`config.mk`:
```
export PLATFORM = sky130hd
export DESIGN_NAME = systolic_array_controller
export DESIGN_NICKNAME = d
export VERILOG_FILES = /design/src/rtl/systolic_pkg.sv /design/src/rtl/activation_skew_buffer.sv /design/src/rtl/systolic_array_controller.sv
export SDC_FILE = /design/constraint.sdc
export NUM_CORES = 1
export LEC_CHECK = 0
export ABC_AREA = 1
export CORE_UTILIZATION = 40
export DETAILED_ROUTE_END_ITERATION = 8
export REMOVE_ABC_BUFFERS = 1
export SKIP_CTS_REPAIR_TIMING = 1
export SLEW_MARGIN = 40
export SYNTH_ARGS = -nofsm -noshare
export SYNTH_HDL_FRONTEND = slang
export SYNTH_HIERARCHICAL = 1
export SYNTH_SLANG_ARGS = --single-unit
```
`constraint.sdc`:
```
create_clock -name clk_in -period 2.7 [get_ports clk_in]
set_clock_uncertainty 0.2 [all_clocks]
set_input_delay 0.54 -clock clk_in [delete_from_list [all_inputs] [get_ports clk_in]]
set_output_delay 0.54 -clock clk_in [all_outputs]
set_load 0.02 [all_outputs]
```
`src/rtl/systolic_pkg.sv`:
```
// Shared types and helpers for the systolic array controller and its skew buffers.
package systolic_pkg;

    typedef enum logic [1:0] {
        IDLE   = 2'd0,
        LOAD   = 2'd1,
        STREAM = 2'd2,
        DRAIN  = 2'd3
    } ctrl_state_t;

    localparam int unsigned DEFAULT_NODE_LATENCY = 2;

    // Register stages on lane r: one input capture plus r node hops.
    function automatic int unsigned skew_depth(input int unsigned r,
                                               input int unsigned node_latency = DEFAULT_NODE_LATENCY);
        return 1 + r * node_latency;
    endfunction

endpackage

```
`src/rtl/activation_skew_buffer.sv`:
```
// Per-lane data/valid delay lines; lane r is delayed skew_depth(r) cycles and
// carries zero whenever it does not hold a valid element.
module activation_skew_buffer
    import systolic_pkg::*;
#(
    parameter int unsigned ROWS         = 4,
    parameter int unsigned W            = 16,
    parameter int unsigned NODE_LATENCY = DEFAULT_NODE_LATENCY
) (
    input  logic              clk_in,
    input  logic              rst_in,
    input  logic              valid_in,
    input  logic [ROWS*W-1:0] data_in,
    output logic [ROWS*W-1:0] data_out,
    output logic [ROWS-1:0]   valid_out
);

    for (genvar r = 0; r < ROWS; r++) begin : g_lane
        localparam int unsigned DEPTH = skew_depth(r, NODE_LATENCY);

        logic [DEPTH-1:0][W-1:0] data_q, data_d;
        logic [DEPTH-1:0]        vld_q, vld_d;

        always_comb begin
            data_d    = '0;
            vld_d     = '0;
            // Zero at the entry point keeps every downstream stage clean.
            data_d[0] = valid_in ? data_in[r*W +: W] : '0;
            vld_d[0]  = valid_in;
            for (int unsigned i = 1; i < DEPTH; i++) begin
                data_d[i] = data_q[i-1];
                vld_d[i]  = vld_q[i-1];
            end
        end

        always_ff @(posedge clk_in) begin
            if (rst_in) begin
                data_q <= '0;
                vld_q  <= '0;
            end else begin
                data_q <= data_d;
                vld_q  <= vld_d;
            end
        end

        assign data_out[r*W +: W] = data_q[DEPTH-1];
        assign valid_out[r]       = vld_q[DEPTH-1];
    end

endmodule

```
`src/rtl/systolic_array_controller.sv`:
```
// Weight-stationary systolic grid sequencer: weight load, activation streaming
// with per-row skew, result-valid tracking and completion pulse.
module systolic_array_controller
    import systolic_pkg::*;
#(
    parameter int unsigned ARRAY_ROWS        = 4,
    parameter int unsigned ARRAY_COLS        = 4,
    parameter int unsigned FIXED_POINT_WIDTH = 16,
    parameter int unsigned NODE_LATENCY      = DEFAULT_NODE_LATENCY,
    parameter int unsigned MAX_VECTORS       = 256,
    localparam int unsigned VEC_CNT_WIDTH    = $clog2(MAX_VECTORS + 1),
    localparam int unsigned WADDR_WIDTH      = $clog2(ARRAY_ROWS)
) (
    input  logic                                    clk_in,
    input  logic                                    rst_in,
    input  logic                                    start_in,
    input  logic [VEC_CNT_WIDTH-1:0]                num_vectors_in,
    output logic                                    busy_out,
    output logic                                    done_out,
    output logic                                    weight_rd_en_out,
    output logic [WADDR_WIDTH-1:0]                  weight_rd_addr_out,
    output logic [ARRAY_ROWS-1:0]                   weight_valid_out,
    output logic                                    act_rd_en_out,
    output logic [VEC_CNT_WIDTH-1:0]                act_rd_addr_out,
    input  logic [ARRAY_ROWS*FIXED_POINT_WIDTH-1:0] act_rd_data_in,
    output logic [ARRAY_ROWS*FIXED_POINT_WIDTH-1:0] activation_out,
    output logic [ARRAY_COLS-1:0]                   result_valid_out
);

    // Last issue -> memory (1) -> lane 0 capture (1) -> bottom of the last column.
    localparam int unsigned DRAIN_CYCLES = 2 + (ARRAY_ROWS + ARRAY_COLS - 1) * NODE_LATENCY;
    localparam int unsigned CNT_MAX_A    = (MAX_VECTORS > DRAIN_CYCLES) ? MAX_VECTORS : DRAIN_CYCLES;
    localparam int unsigned CNT_MAX      = (CNT_MAX_A > ARRAY_ROWS) ? CNT_MAX_A : ARRAY_ROWS;
    localparam int unsigned CNT_WIDTH    = $clog2(CNT_MAX + 1);
    localparam int unsigned RES_DEPTH    = ARRAY_COLS * NODE_LATENCY;

    ctrl_state_t              state_q, state_d;
    logic [CNT_WIDTH-1:0]     cnt_q, cnt_d;
    logic [VEC_CNT_WIDTH-1:0] n_q, n_d;
    logic                     done_q, done_d;
    logic                     busy_q, busy_d;
    logic                     weight_rd_en_q, weight_rd_en_d;
    logic [WADDR_WIDTH-1:0]   weight_rd_addr_q, weight_rd_addr_d;
    logic [ARRAY_ROWS-1:0]    weight_valid_q, weight_valid_d;
    logic                     act_rd_en_q, act_rd_en_d;
    logic [VEC_CNT_WIDTH-1:0] act_rd_addr_q, act_rd_addr_d;
    logic                     act_data_vld_q, act_data_vld_d;
    logic [RES_DEPTH-1:0]     res_sr_q, res_sr_d;
    logic [ARRAY_ROWS-1:0]    lane_vld;

    always_comb begin
        state_d = state_q;
        cnt_d   = cnt_q;
        n_d     = n_q;
        done_d  = 1'b0;
        unique case (state_q)
            IDLE: begin
                if (start_in && (num_vectors_in != '0)) begin
                    state_d = LOAD;
                    cnt_d   = '0;
                    n_d     = num_vectors_in;
                end
            end
            LOAD: begin
                if (cnt_q == CNT_WIDTH'(ARRAY_ROWS - 1)) begin
                    state_d = STREAM;
                    cnt_d   = '0;
                end else begin
                    cnt_d = cnt_q + CNT_WIDTH'(1);
                end
            end
            STREAM: begin
                if (cnt_q == CNT_WIDTH'(n_q - VEC_CNT_WIDTH'(1))) begin
                    state_d = DRAIN;
                    cnt_d   = '0;
                end else begin
                    cnt_d = cnt_q + CNT_WIDTH'(1);
                end
            end
            DRAIN: begin
                if (cnt_q == CNT_WIDTH'(DRAIN_CYCLES - 1)) begin
                    state_d = IDLE;
                    cnt_d   = '0;
                    done_d  = 1'b1;
                end else begin
                    cnt_d = cnt_q + CNT_WIDTH'(1);
                end
            end
            default: state_d = IDLE;
        endcase
    end

    // Outputs are registered from next-state so they line up with the FSM cycle.
    always_comb begin
        busy_d           = (state_d != IDLE);
        weight_rd_en_d   = (state_d == LOAD);
        weight_rd_addr_d = weight_rd_en_d ? cnt_d[WADDR_WIDTH-1:0] : '0;
        act_rd_en_d      = (state_d == STREAM);
        act_rd_addr_d    = act_rd_en_d ? cnt_d[VEC_CNT_WIDTH-1:0] : '0;
        act_data_vld_d   = act_rd_en_q;
        weight_valid_d   = '0;
        if (weight_rd_en_q) begin
            weight_valid_d[weight_rd_addr_q] = 1'b1;
        end
        res_sr_d    = '0;
        res_sr_d[0] = lane_vld[ARRAY_ROWS-1];
        for (int unsigned i = 1; i < RES_DEPTH; i++) begin
            res_sr_d[i] = res_sr_q[i-1];
        end
    end

    always_ff @(posedge clk_in) begin
        if (rst_in) begin
            state_q          <= IDLE;
            cnt_q            <= '0;
            n_q              <= '0;
            done_q           <= 1'b0;
            busy_q           <= 1'b0;
            weight_rd_en_q   <= 1'b0;
            weight_rd_addr_q <= '0;
            weight_valid_q   <= '0;
            act_rd_en_q      <= 1'b0;
            act_rd_addr_q    <= '0;
            act_data_vld_q   <= 1'b0;
            res_sr_q         <= '0;
        end else begin
            state_q          <= state_d;
            cnt_q            <= cnt_d;
            n_q              <= n_d;
            done_q           <= done_d;
            busy_q           <= busy_d;
            weight_rd_en_q   <= weight_rd_en_d;
            weight_rd_addr_q <= weight_rd_addr_d;
            weight_valid_q   <= weight_valid_d;
            act_rd_en_q      <= act_rd_en_d;
            act_rd_addr_q    <= act_rd_addr_d;
            act_data_vld_q   <= act_data_vld_d;
            res_sr_q         <= res_sr_d;
        end
    end

    activation_skew_buffer #(
        .ROWS         (ARRAY_ROWS),
        .W            (FIXED_POINT_WIDTH),
        .NODE_LATENCY (NODE_LATENCY)
    ) u_skew (
        .clk_in    (clk_in),
        .rst_in    (rst_in),
        .valid_in  (act_data_vld_q),
        .data_in   (act_rd_data_in),
        .data_out  (activation_out),
        .valid_out (lane_vld)
    );

    // Column c emerges (c+1) node hops after the last row's activation.
    always_comb begin
        result_valid_out = '0;
        for (int unsigned c = 0; c < ARRAY_COLS; c++) begin
            result_valid_out[c] = res_sr_q[(c + 1) * NODE_LATENCY - 1];
        end
    end

    assign busy_out           = busy_q;
    assign done_out           = done_q;
    assign weight_rd_en_out   = weight_rd_en_q;
    assign weight_rd_addr_out = weight_rd_addr_q;
    assign weight_valid_out   = weight_valid_q;
    assign act_rd_en_out      = act_rd_en_q;
    assign act_rd_addr_out    = act_rd_addr_q;

endmodule

```
* After elaboration in Yosys (flattened, before gate mapping)
Cells that the tools add are included.
Word-level totals: word-level logic and storage cells 70, flip-flop bits (word level) 311, output and inout port bits 87
Operators by class: bitwise operators 5, reductions and logical operators 11, order comparisons 2, muxes and demuxes 13, add/sub/neg operators 2, equality and inequality tests 8
Operators with widths (number):
- $mux W9 | 4
- $pmux W9 S4 | 1
- $reduce_or A2 Y1 | 5
- $add A9 B1 Y9 const B | 1
- $eq A9 B2 Y1 const B | 1
- $eq A9 B4 Y1 const B | 1
- $eq A9 B9 Y1 | 1
- $reduce_bool A9 Y1 | 1
- $sub A9 B1 Y9 const B | 1
- $mux W2 | 4
- $pmux W2 S4 | 1
- $eq A2 B2 Y1 const B | 3
- $not A1 Y1 | 5
- $eq A2 B1 Y1 const B | 2
- $lt A2 B3 Y1 const B | 1
- $demux W1 S2 | 1
- $ge A2 B1 Y1 const B | 1
- $logic_and A1 B1 Y1 | 2
- $logic_not A2 Y1 | 1
- $mux W1 | 2
- $reduce_and A2 Y1 | 1
- $reduce_bool A2 Y1 | 1

* Longest topological paths before layout
Gate-level depths: netlist of the first run.
word-level depth 7, gate-level depth with buffers 15

* By module
Netlist of the first run, hierarchy kept.
By module, submodules not included:
- activation_skew_buffer | cells each 823, times used 1, area an instance 7517.2 µm²
- systolic_array_controller | cells each 309, times used 1, area an instance 2269.7 µm²

* Worst setup path after synthesis of the first run
Ideal clock, no wire load.
path type reg2reg, start register n_q[0], end register cnt_q[0], period minus slack after synthesis 1.978 ns, cell stages (with the launch flop) 16, data arrival time 1.650 ns, path slack 0.722 ns, library setup time 0.127 ns, cell sequence dfxtp_1 inv_1 ha_1 inv_1 nand2_1 nand2_1 nand2_1 nand3_1 nor2_1 nand2_1 nor2_1 nand3_1 nand2_2 nand2_4 a21oi_4 nor2_1
Between the ends: word-level cells in the longest chain between the ends 4
Ends and longest elaborated chain:
- start: declaration | RTL line systolic_array_controller.sv:39 | logic [VEC_CNT_WIDTH-1:0] n_q, n_d;
- start signal: assignment | RTL line systolic_array_controller.sv:129 | n_q <= n_d;
- $sub A9 B1 Y9 | RTL line systolic_array_controller.sv:73 | if (cnt_q == CNT_WIDTH'(n_q - VEC_CNT_WIDTH'(1))) begin
- $eq A9 B9 Y1 | RTL line systolic_array_controller.sv:73
- $mux W9 | RTL line systolic_array_controller.sv:73
- $pmux W9 S4 | RTL line systolic_array_controller.sv:56 | unique case (state_q)
- end signal: assignment | RTL line systolic_array_controller.sv:128 | cnt_q <= cnt_d;
- end: declaration | RTL line systolic_array_controller.sv:38 | logic [CNT_WIDTH-1:0] cnt_q, cnt_d;
No other way between the ends. A chain may end at the register's enable or synchronous reset.

* Final worst setup path of the first run
start register n_q[0], end register cnt_q[3]
The elaborated chain is that of the path after synthesis.

==> results by stage, run 1 <==
STA:
- The number of endpoints failing setup at the final stage is 0.
- Adding up every negative setup slack in the final design gives 0 ns.
- The final critical-path share of the clock period is 0.8502.
- The minimum clock period is 2.295 ns.
- The worst slew slack as a fraction of its limit is 0.6412.
- Across all setup checks in the final design, the least slack found is 0.4046 ns.
- For the pin with the worst max-slew slack, the measured transition is 0.5383 ns.
- Based on the critical path, the design can be clocked at up to 435.7 MHz.
- The number of endpoints with negative hold slack in the final report is 0.
- The number of pins with negative max-slew slack in the final report is 0.
- Setup repair after global routing left no endpoint under its margin.

Cells and area:
- The total inserted antenna cells is 0.
- The final core utilization is 0.5340.
- Summing all flip-flop and latch instances after layout gives 6226 µm².
- Leaving out fill and tap cells, the most frequent cell in the layout is sky130_fd_sc_hd__dfxtp_1.
- The number of fill cells is 2243.
- The multi-input combinational cells in the finished layout cover a total of 2127 µm².
- The layout overhead on the synthesized area is 29.52%.
- After the last flow step, the layout net total stands at 1369.
- The library cells used most frequently in the layout, excluding fill and tap cells, are sky130_fd_sc_hd__dfxtp_1 (311), sky130_fd_sc_hd__inv_1 (305), sky130_fd_sc_hd__nor2_1 (301).
- The share of cells above drive strength 1 is 0.08085.
- Once layout is complete, the cells apart from fillers number 1630.

Place:
- After legalization and detailed placement, the total HPWL measured 10160 µm.
- The congestion estimate from routability-driven global placement came to 0.8394.
- The placed cell count is 1577.
- The number of port buffers is 162.
- At the placement stage, the worst setup path has a slack of 0.1060 ns.

Floorplanning:
- The effective utilization at floorplan is 0.4123.
- The overall die height is 158.2 µm.
- Pin placement for this block handled 163 I/O pins.
- The floorplan row count is 56.
- The core region is 23680 µm².
- The horizontal die dimension is 158.2 µm.
- The area of the die is 25040 µm².

Setup path:
- STA classifies the critical path startpoint as a flip-flop.
- In this run the critical register-to-register path is captured at cnt_q[3].
- The start-to-end type of the worst setup path is reg2reg.
- Measured in cells, the most critical reg-to-reg path has a length of 13.
- The startpoint of the most critical setup path is n_q[0].
- Across all register-to-register paths, the minimum setup slack is 0.40 ns.
- In this run the worst path has a maximum fanout of 9.
- The type of element capturing the critical path is a flip-flop.
- The arrival time of data at the critical path endpoint is 2.51 ns.
- The critical register-to-register path startpoint is n_q[0].
- The destination of the critical timing path is cnt_q[3].
- For the worst setup path, the data required time is 2.92 ns.

Yosys:
- A synthesized cell averages 8.649 µm².
- The number of synthesis warnings is 6.
- The synthesized netlist occupies a cell area of 9764 µm².
- The cell count after synthesis is 1129.

Global route:
- In the global route stage, met3 resource usage came out at 0.04900.
- The total global-route track usage is 0.1278.
- The first-pass GRT wire length is 25840 µm.
- The peak-usage layer in the global routing report is met2.
- For this run, global-route usage on met1 was measured as 0.1504.
- The pin count of the biggest net entering global routing is 127.
- After global routing the overflow that remains totals 0.
- In the global route stage, met2 resource usage came out at 0.2128.
- The initial antenna violation count was 0.
- The number of global-route vias before repair is 5655.

Clocking:
- The clock latency on the worst-skew pair is 0.55 ns.
- The clock passes through at most 3 buffers.
- The CTS tree is done.
- The clock transition at the registers of the reported paths is 0.06 ns.
- The clock buffer count from CTS is 31.
- The cell sitting at the root of the clock tree is a sky130_fd_sc_hd__clkbuf_16.
- The number of H-tree levels is 1.
- The clock net sink count is 311.

Run status:
- The run finished with clean final reports.

Power and ir drop:
- The sequential power share is 0.496.
- Of the total power, combinational logic draws 0.041.
- The internal portion of the total power is 0.007409 W.
- Power spread over the standard cell area amounts to 737.3 nW/µm².
- The analysis attributes to cell leakage a power of 5.164 nW.
- The net switching component of the power is 0.001916 W.
- The switching power share of the total is 0.2054.
- The highest ir drop seen on vdd is 0.4691 mV.
- The clock group share of total power is 0.463.

Routing:
- The first routing iteration left 238 violations.
- The count of TritonRoute iterations in the first routing pass is 4.
- The post-detailed-route via-to-cell ratio is 3.904.
- After detailed routing, the total wire length is 15690 µm.
- The detail route stage leaves a number of antenna-violating nets equal to 0.
- The detail-routed net length per standard cell is 9.624 µm.
- The post-detailed-route DRC marker count is 0.
- The number of vias in the routed layout is 6364.

Flow run:
- The tool flagged a number of max-cap violations equal to 0.

Hold path:
- The worst min-delay path class is in2reg.
[registers in the layout, summed over array words and instances, names as in the netlist, 2 cells and up]
register and count:
u_skew/g_lane.data_d 192, u_skew/data_out 48, u_skew/g_lane.data_q 16, act_rd_addr_out 9
cnt_q 9, n_q 9, res_sr_q 8, u_skew/g_lane.vld_q 7
weight_valid_out 4, state_q 2, weight_rd_addr_out 2
[power by group through the flow]
stage	logic [W]	clock network [W]	registers [W]
after floorplan	0.000172	0	0.00473
final	0.000386	0.00431	0.00463
after global placement	0.000387	0	0.00473
after detailed placement	0.000389	0	0.00473
after CTS	0.000391	0.00445	0.00462
after global routing	0.000433	0.00465	0.00462
[worst min-delay path by stage]
stage | cells after the start | start | end
2_1_floorplan | 2 | u_skew/g_lane[3].vld_q[6] | res_sr_q[0]
3_3_place_gp | 2 | u_skew/g_lane[2].data_d[49] | u_skew/g_lane[2].data_d[65]
3_5_place_dp | 2 | u_skew/g_lane[1].vld_q[1] | u_skew/g_lane[2].vld_q[2]
4_1_cts | 2 | rst_in | cnt_q[1]
5_1_grt | 2 | rst_in | cnt_q[0]
6_report | 2 | rst_in | cnt_q[0]
[metal layers]
layer  vias to the layer above  wire (µm)
met5                         -          0
met1                      2704       6860
met3                        32       1286
met4                         0        396
li1                       3488          -
met2                       140       7143
[area by class of cell]
cell class                      count  area share
Clock buffer                       44     0.07232
Clock inverter                      9     0.01108
Inverter                          309     0.09171
Multi-Input combinational cell    470      0.1682
Sequential cell                   311      0.4923
Tap cell                          319     0.03156
Timing Repair Buffer              168      0.1329
[metrics by stage]
step | hold WS, ns | power, W | area, µm²
6_report | 0.1670 | 0.009325 | 12650
5_1_grt | 0.1715 | 0.009702 | 12650
4_1_cts | 0.1571 | 0.009463 | 12650
3_5_place_dp | 0.1920 | 0.005116 | 11590
3_3_place_gp | 0.1885 | 0.005114 | 11590
2_1_floorplan | 0.1883 | 0.004898 | 9505
[critical path: stages, from the launching register on]
cell                      delay, ns
sky130_fd_sc_hd__dfxtp_1       0.32
sky130_fd_sc_hd__inv_1         0.17
sky130_fd_sc_hd__ha_1          0.31
sky130_fd_sc_hd__nand2_1       0.08
sky130_fd_sc_hd__nor2_1        0.18
sky130_fd_sc_hd__nand2_1       0.11
sky130_fd_sc_hd__nand3_1       0.09
sky130_fd_sc_hd__nand2_1       0.05
sky130_fd_sc_hd__nor2_1        0.10
sky130_fd_sc_hd__nand3_1       0.10
sky130_fd_sc_hd__nand2_2       0.08
sky130_fd_sc_hd__nand2_4       0.13
sky130_fd_sc_hd__a21oi_2       0.19
sky130_fd_sc_hd__nor2_1        0.06
Power figures use the tool's default switching activity.
==> run 2, diff against run 1 <==
CTS_CLUSTER_DIAMETER = 200   (was default)
clock period = 2.3 ns   (was 2.7 ns; I/O delays follow)
==> results by stage, run 2 (synthesized netlist as in run 1, its figures left out) <==
Routing:
- The post-detailed-route via-to-cell ratio was 3.909 (was 3.904).
- The remaining number of nets flagged by the antenna check after routing was 0 (unchanged).
- The detail-routed net length per standard cell is 9.667 µm (was 9.624 µm).
- The count of TritonRoute iterations in the first routing pass is 4 (unchanged).
- The post-detailed-route DRC marker count is 0 (unchanged).
- The violation count after the first detailed-routing iteration is 188 (was 238).
- The wire length after detailed routing is 15820 µm (was 15690 µm).
- The number of vias in the routed layout is 6395 (was 6364).

Global route:
- The final global-route overflow total was 0 (unchanged).
- The total global-route track usage was 0.1286 (was 0.1278).
- The first-pass GRT wire length is 25960 µm (was 25840 µm).
- The number of global-route vias before repair came to 5806 (was 5655).
- The pin count of the biggest net entering global routing is 150 (was 127).
- The initial antenna violation count is 1 (was 0).

Clocking:
- The clock buffer count from CTS was 31 (unchanged).
- The maximum clock path buffer count is 3 (unchanged).
- The clock transition at the registers of the reported paths is 0.06 ns (about the same).
- The clock net sink count is 311 (unchanged).
- The number of H-tree levels is 1 (unchanged).
- The clock root buffer master is sky130_fd_sc_hd__clkbuf_16 (unchanged).
- The CTS tree was done (unchanged).
- The clock latency on the worst-skew pair was 0.55 ns (about the same).

Place:
- The number of port buffers is 162 (unchanged).
- The detailed-placement wirelength estimate was 10390 µm (was 10160 µm).
- The weighted congestion reported at the end of routability-driven placement is 0.8573 (was 0.8394).
- The placed cell count is 1580 (was 1577).
- The instance area at placement is 11650 µm² (was 11590 µm²).

Setup path:
- The worst path buffer plus inverter count is 1 (unchanged).
- The kind of launch point of the worst setup path is a flip-flop (unchanged).
- The type of element capturing the critical path is an output pin (was flip-flop).
- The start-to-end type of the worst setup path is reg2out (was reg2reg).
- The top fanout value on the critical path is 2 (was 9).
- The kind of cell adding the most delay to the critical path is buffers and inverters (was simple AND/OR/NAND/NOR gates).
- CP cell instances: clkdlybuf4s50_1 (was inv_1 -> ha_1 -> nand2_1 -> nor2_1 -> nand2_1 -> nand3_1 -> nand2_1 -> nor2_1 -> nand3_1 -> nand2_2 -> nand2_4 -> a21oi_2 -> nor2_1).
- The data required time of the critical path is 1.64 ns (was 2.92 ns).
- The arrival time of data at the critical path endpoint is 1.53 ns (was 2.51 ns).
- The critical-path cell with the highest stage delay is sky130_fd_sc_hd__clkdlybuf4s50_1 (was sky130_fd_sc_hd__dfxtp_1).
- The biggest cell delay along the critical path is 0.65 ns (was 0.32 ns).

Floorplanning:
- The area of the core is 23680 µm² (unchanged).
- The overall die height was 158.2 µm (unchanged).
- The count of boundary I/O pins came to 163 (unchanged).
- The horizontal die dimension is 158.2 µm (unchanged).
- The effective utilization at floorplan came to 0.4123 (unchanged).
- The area of the die is 25040 µm² (unchanged).
- The floorplan row count came to 56 (unchanged).

Run status:
- Result of the run: finished, final reports clean (unchanged).

STA:
- The minimum clock period is 2.187 ns.
- The worst slew slack as a fraction of its limit was 0.5679 (was 0.6412).
- The number of endpoints failing setup at the final stage is 0 (unchanged).
- Derived from the worst setup path, the maximum achievable clock frequency is 457.2 MHz.
- The actual transition at the worst max-transition pin is 0.6482 ns (was 0.5383 ns).
- The final critical-path share of the clock period is 0.9509.
- The number of pins with negative max-slew slack in the final report is 0 (unchanged).
- The number of endpoints with negative hold slack in the final report is 0 (unchanged).
- Unrepaired setup endpoints after global routing: no (unchanged).

Cells and area:
- The flip-flop count of the largest register after layout is 192 (unchanged).
- The most common library cell in the layout ignoring fill and taps was sky130_fd_sc_hd__dfxtp_1 (unchanged).
- The layout overhead on the synthesized area came to 30.59% (was 29.52%).
- Highest-count cells in the layout ignoring fill and taps: sky130_fd_sc_hd__dfxtp_1 (310), sky130_fd_sc_hd__inv_1 (305), sky130_fd_sc_hd__nor2_1 (300) (was sky130_fd_sc_hd__dfxtp_1 (311), sky130_fd_sc_hd__inv_1 (305), sky130_fd_sc_hd__nor2_1 (301)).
- The finished layout cell area is 12750 µm² (was 12650 µm²).
- The total inserted antenna cells was 0 (unchanged).
- The number of fill cells came to 2247 (was 2243).
- The area taken by flip-flops and latches is 6227 µm² (was 6226 µm²).
- The count of non-filler cells in the finished layout was 1636 (was 1630).
- The share of cells above drive strength 1 is 0.08428 (was 0.08085).
- The number of nets in the finished design came to 1373 (was 1369).
- The combined area of the multi-input logic cells is 2158 µm² (was 2127 µm²).

Flow run:
- The max-cap violation count is 0 (unchanged).

Power and ir drop:
- The highest ir drop seen on vdd is 0.6488 mV (was 0.4691 mV).
- The leakage power of the design is 5.248 nW (was 5.164 nW).
- The power per unit of standard cell area is 859.4 nW/µm² (was 737.3 nW/µm²).
- The total design power is 0.01096 W (was 0.009325 W).

Hold path:
- The worst min-delay path class is reg2reg (was in2reg).
-- run 2: path summary, 6_finish.rpt --
kind                                  to  slack [ns]                        start  cells after the start
max                  result_valid_out[0]        0.11                  res_sr_q[1]                      1
min          u_skew/g_lane[3].data_d[97]        0.20  u_skew/g_lane[3].data_d[81]                      2
max reg2reg                     cnt_q[7]        0.20                     cnt_q[5]                     13
min reg2reg  u_skew/g_lane[3].data_d[97]        0.20  u_skew/g_lane[3].data_d[81]                      2
-- run 2: worst reg2reg max path: stages, from the launching register on --
cell	delay, ns
sky130_fd_sc_hd__dfxtp_1	0.42
sky130_fd_sc_hd__inv_1	0.16
sky130_fd_sc_hd__nand2_1	0.09
sky130_fd_sc_hd__nand2_1	0.10
sky130_fd_sc_hd__inv_1	0.09
sky130_fd_sc_hd__nand2_1	0.05
sky130_fd_sc_hd__nand2_1	0.07
sky130_fd_sc_hd__nand3_1	0.12
sky130_fd_sc_hd__nor2_1	0.13
sky130_fd_sc_hd__nand3_1	0.10
sky130_fd_sc_hd__nand2_2	0.11
sky130_fd_sc_hd__nand2_8	0.11
sky130_fd_sc_hd__a21oi_2	0.18
sky130_fd_sc_hd__nor2_1	0.05
-- run 2: power by group --
| group | switching [W] | internal [W] | leakage [nW] |
|---|---|---|---|
| clock network | 0.00198 | 0.00307 | 0.520 |
| registers | 0.0000211 | 0.00541 | 2.51 |
| logic | 0.000259 | 0.000218 | 2.22 |
| total | 0.00226 | 0.00870 | 5.25 |
-- run 2: cell type report --
type                    count  share of cell area
clock buffers              46             0.07153
clock inverters             9             0.01089
inverters                 309             0.09096
multi-input cells         470              0.1693
flip-flops and latches    311              0.4884
well taps                 319             0.03130
repair buffers            172              0.1377
-- run 2: metrics by stage --
| stage | setup slack [ns] | utilization | hold slack [ns] | setup TNS (ns) |
|---|---|---|---|---|
| 5_1_grt | 0.04486 | 0.5384 | 0.2043 | 0 |
| 3_3_place_gp | -0.02964 | 0.4920 | 0.1881 | -0.2413 |
| 2_1_floorplan | 0.07903 | - | 0.1883 | 0 |
| 6_report | 0.1130 | 0.5384 | 0.1952 | 0 |
| 4_1_cts | 0.005692 | 0.5364 | -0.09467 | 0 |
| 3_5_place_dp | -0.04725 | 0.4920 | 0.1916 | -0.3715 |
-- run 2: metal layers --
metal	wire [µm]	global-route usage	vias to the layer above	part of all wire
met4	330	0.04304	0	0.021
met3	1409	0.04736	27	0.089
met1	6903	0.1495	2718	0.44
met2	7173	0.2172	148	0.45
li1	-	-	3502	-
met5	0	0	-	0
==> run 3, diff against run 2 <==
SKIP_LAST_GASP = 1   (was default)
==> results by stage, run 3 (synthesized netlist as in run 1, its figures left out) <==
Run status:
- Result of the run: finished, final reports clean (unchanged).

Clocking:
- The CTS tree is done (unchanged).
- The clock root buffer master is sky130_fd_sc_hd__clkbuf_16 (unchanged).
- The clock buffer count from CTS came to 31 (unchanged).
- The maximum clock path buffer count is 3 (unchanged).
- The clock latency on the worst-skew pair is 0.55 ns (about the same).
- The clock transition at the registers of the reported paths is 0.06 ns (about the same).
- The number of H-tree levels was 1 (unchanged).
- The clock net sink count is 311 (unchanged).

STA:
- The number of endpoints with negative hold slack in the final report came to 0 (unchanged).
- The minimum clock period is 2.187 ns (about the same).
- The number of pins with negative max-slew slack in the final report is 0 (unchanged).
- The worst slew slack as a fraction of its limit came to 0.5683 (was 0.5679).
- The number of endpoints failing setup at the final stage came to 0 (unchanged).
- The final total negative setup slack is 0 ns (unchanged).
- The worst-case hold slack is 0.1951 ns (was 0.1952 ns).
- Unrepaired setup endpoints after global routing: yes (was no).
- The fmax is 457.3 MHz (was 457.2 MHz).
- The actual transition at the worst max-transition pin came to 0.6475 ns (was 0.6482 ns).
- The final critical-path share of the clock period is 0.9509 (about the same).
- The worst setup slack after layout is 0.1130 ns (about the same).

Power and ir drop:
- The power per unit of standard cell area is 859.6 nW/µm² (was 859.4 nW/µm²).
- The leakage power of the design came to 5.246 nW (was 5.248 nW).
- The highest ir drop seen on vdd is 0.6488 mV (unchanged).

Setup path:
- CP cell instances: clkdlybuf4s50_1 (unchanged).
- The length in cells of the worst reg-to-reg path came to 12 (was 13).
- The data required time of the critical path came to 1.64 ns (about the same).
- The top fanout value on the critical path is 2 (unchanged).
- The path length in cells of the critical path was 1 (unchanged).
- The kind of cell adding the most delay to the critical path is buffers and inverters (unchanged).
- The start-to-end type of the worst setup path is reg2out (unchanged).
- The biggest cell delay along the critical path is 0.65 ns (about the same).
- The worst path buffer plus inverter count came to 1 (unchanged).
- The type of element capturing the critical path was an output pin (unchanged).
- The critical-path cell with the highest stage delay was sky130_fd_sc_hd__clkdlybuf4s50_1 (unchanged).
- The arrival time of data at the critical path endpoint came to 1.53 ns (about the same).
- The kind of launch point of the worst setup path was a flip-flop (unchanged).

Place:
- The placed cell count is 1580 (unchanged).
- The worst slack at placement is -0.04725 ns (unchanged).
- The detailed-placement wirelength estimate is 10390 µm (unchanged).
- The number of port buffers is 162 (unchanged).
- The weighted congestion reported at the end of routability-driven placement came to 0.8573 (unchanged).

Global route:
- The final global-route overflow total is 0 (unchanged).
- The number of global-route vias before repair is 5806 (unchanged).
- The initial antenna violation count came to 1 (unchanged).
- The pin count of the biggest net entering global routing is 150 (unchanged).
- The total global-route track usage is 0.1286 (unchanged).
- The first-pass GRT wire length is 25960 µm (unchanged).

Routing:
- The highest routing layer actually used is met4 (unchanged).
- The routed length on met1 was 6848 µm (was 6903 µm).
- The violation count after the first detailed-routing iteration was 200 (was 188).
- The sum of met3 wire segment lengths after detailed routing is 1432 µm (was 1409 µm).
- The remaining number of nets flagged by the antenna check after routing came to 0 (unchanged).
- The detail-routed net length per standard cell is 9.672 µm (was 9.667 µm).
- The post-detailed-route via-to-cell ratio is 3.926 (was 3.909).
- The total length of routed met2 wires is 7188 µm (was 7173 µm).
- The wire length after detailed routing came to 15820 µm (about the same).
- The post-detailed-route DRC marker count is 0 (unchanged).
- The number of vias in the routed layout is 6423 (was 6395).
- The count of TritonRoute iterations in the first routing pass is 4 (unchanged).

Flow run:
- The max-cap violation count is 0 (unchanged).

Hold path:
- The worst min-delay path class was reg2reg (unchanged).
- The worst hold path cell count is 2 (unchanged).

Cells and area:
- Highest-count cells in the layout ignoring fill and taps: sky130_fd_sc_hd__dfxtp_1 (310), sky130_fd_sc_hd__inv_1 (305), sky130_fd_sc_hd__nor2_1 (300) (unchanged).
- The layout overhead on the synthesized area is 30.48% (was 30.59%).
- The flip-flop count of the largest register after layout was 192 (unchanged).
- The share of cells above drive strength 1 was 0.08428 (unchanged).
- The number of nets in the finished design is 1373 (unchanged).
- The total inserted antenna cells is 0 (unchanged).
- The count of non-filler cells in the finished layout is 1636 (unchanged).
- The most common library cell in the layout ignoring fill and taps is sky130_fd_sc_hd__dfxtp_1 (unchanged).

Floorplanning:
- The overall die height is 158.2 µm (unchanged).
- The horizontal die dimension was 158.2 µm (unchanged).
- The area of the die is 25040 µm² (unchanged).
- The count of boundary I/O pins is 163 (unchanged).
- The area of the core was 23680 µm² (unchanged).
- The floorplan row count was 56 (unchanged).
- The effective utilization at floorplan came to 0.4123 (unchanged).
## run 3: final cells by class
class	count	area, µm²
clock buffer	46	912.1
clock inverter	9	138.9
fill	2249	10940
inverter	309	1160
multi-input combinational	470	2148
sequential	311	6227
tap	319	399.1
timing repair buffer	172	1755
## run 3: routing by layer
metal | global-route usage | vias up
li1 | - | 3503
met1 | 0.1495 | 2733
met2 | 0.2172 | 158
met3 | 0.04736 | 29
met4 | 0.04304 | 0
met5 | 0 | -
## run 3: final timing paths
check / from / endpoint / slack [ns]
worst max-delay path: res_sr_q[1] / result_valid_out[0] / 0.11
worst max register to register: n_q[1] / cnt_q[7] / 0.18
worst min register to register: u_skew/g_lane[3].data_d[81] / u_skew/g_lane[3].data_d[97] / 0.20
worst min-delay path: u_skew/g_lane[3].data_d[81] / u_skew/g_lane[3].data_d[97] / 0.20
## run 3: power breakdown
group          total (W)  switching, W  leakage, nW  internal, W
Sequential       0.00543     0.0000211         2.51      0.00541
Clock            0.00505       0.00198        0.520      0.00307
Combinational   0.000472      0.000258         2.22     0.000214
## run 3: stage by stage
step / total power (W) / utilization / area (µm²)
after floorplan: 0.005750 / - / 9505
after global placement: 0.006015 / 0.4920 / 11650
after detailed placement: 0.006018 / 0.4920 / 11650
after CTS: 0.01113 / 0.5364 / 12700
after global routing: 0.01143 / 0.5380 / 12740
final: 0.01095 / 0.5380 / 12740
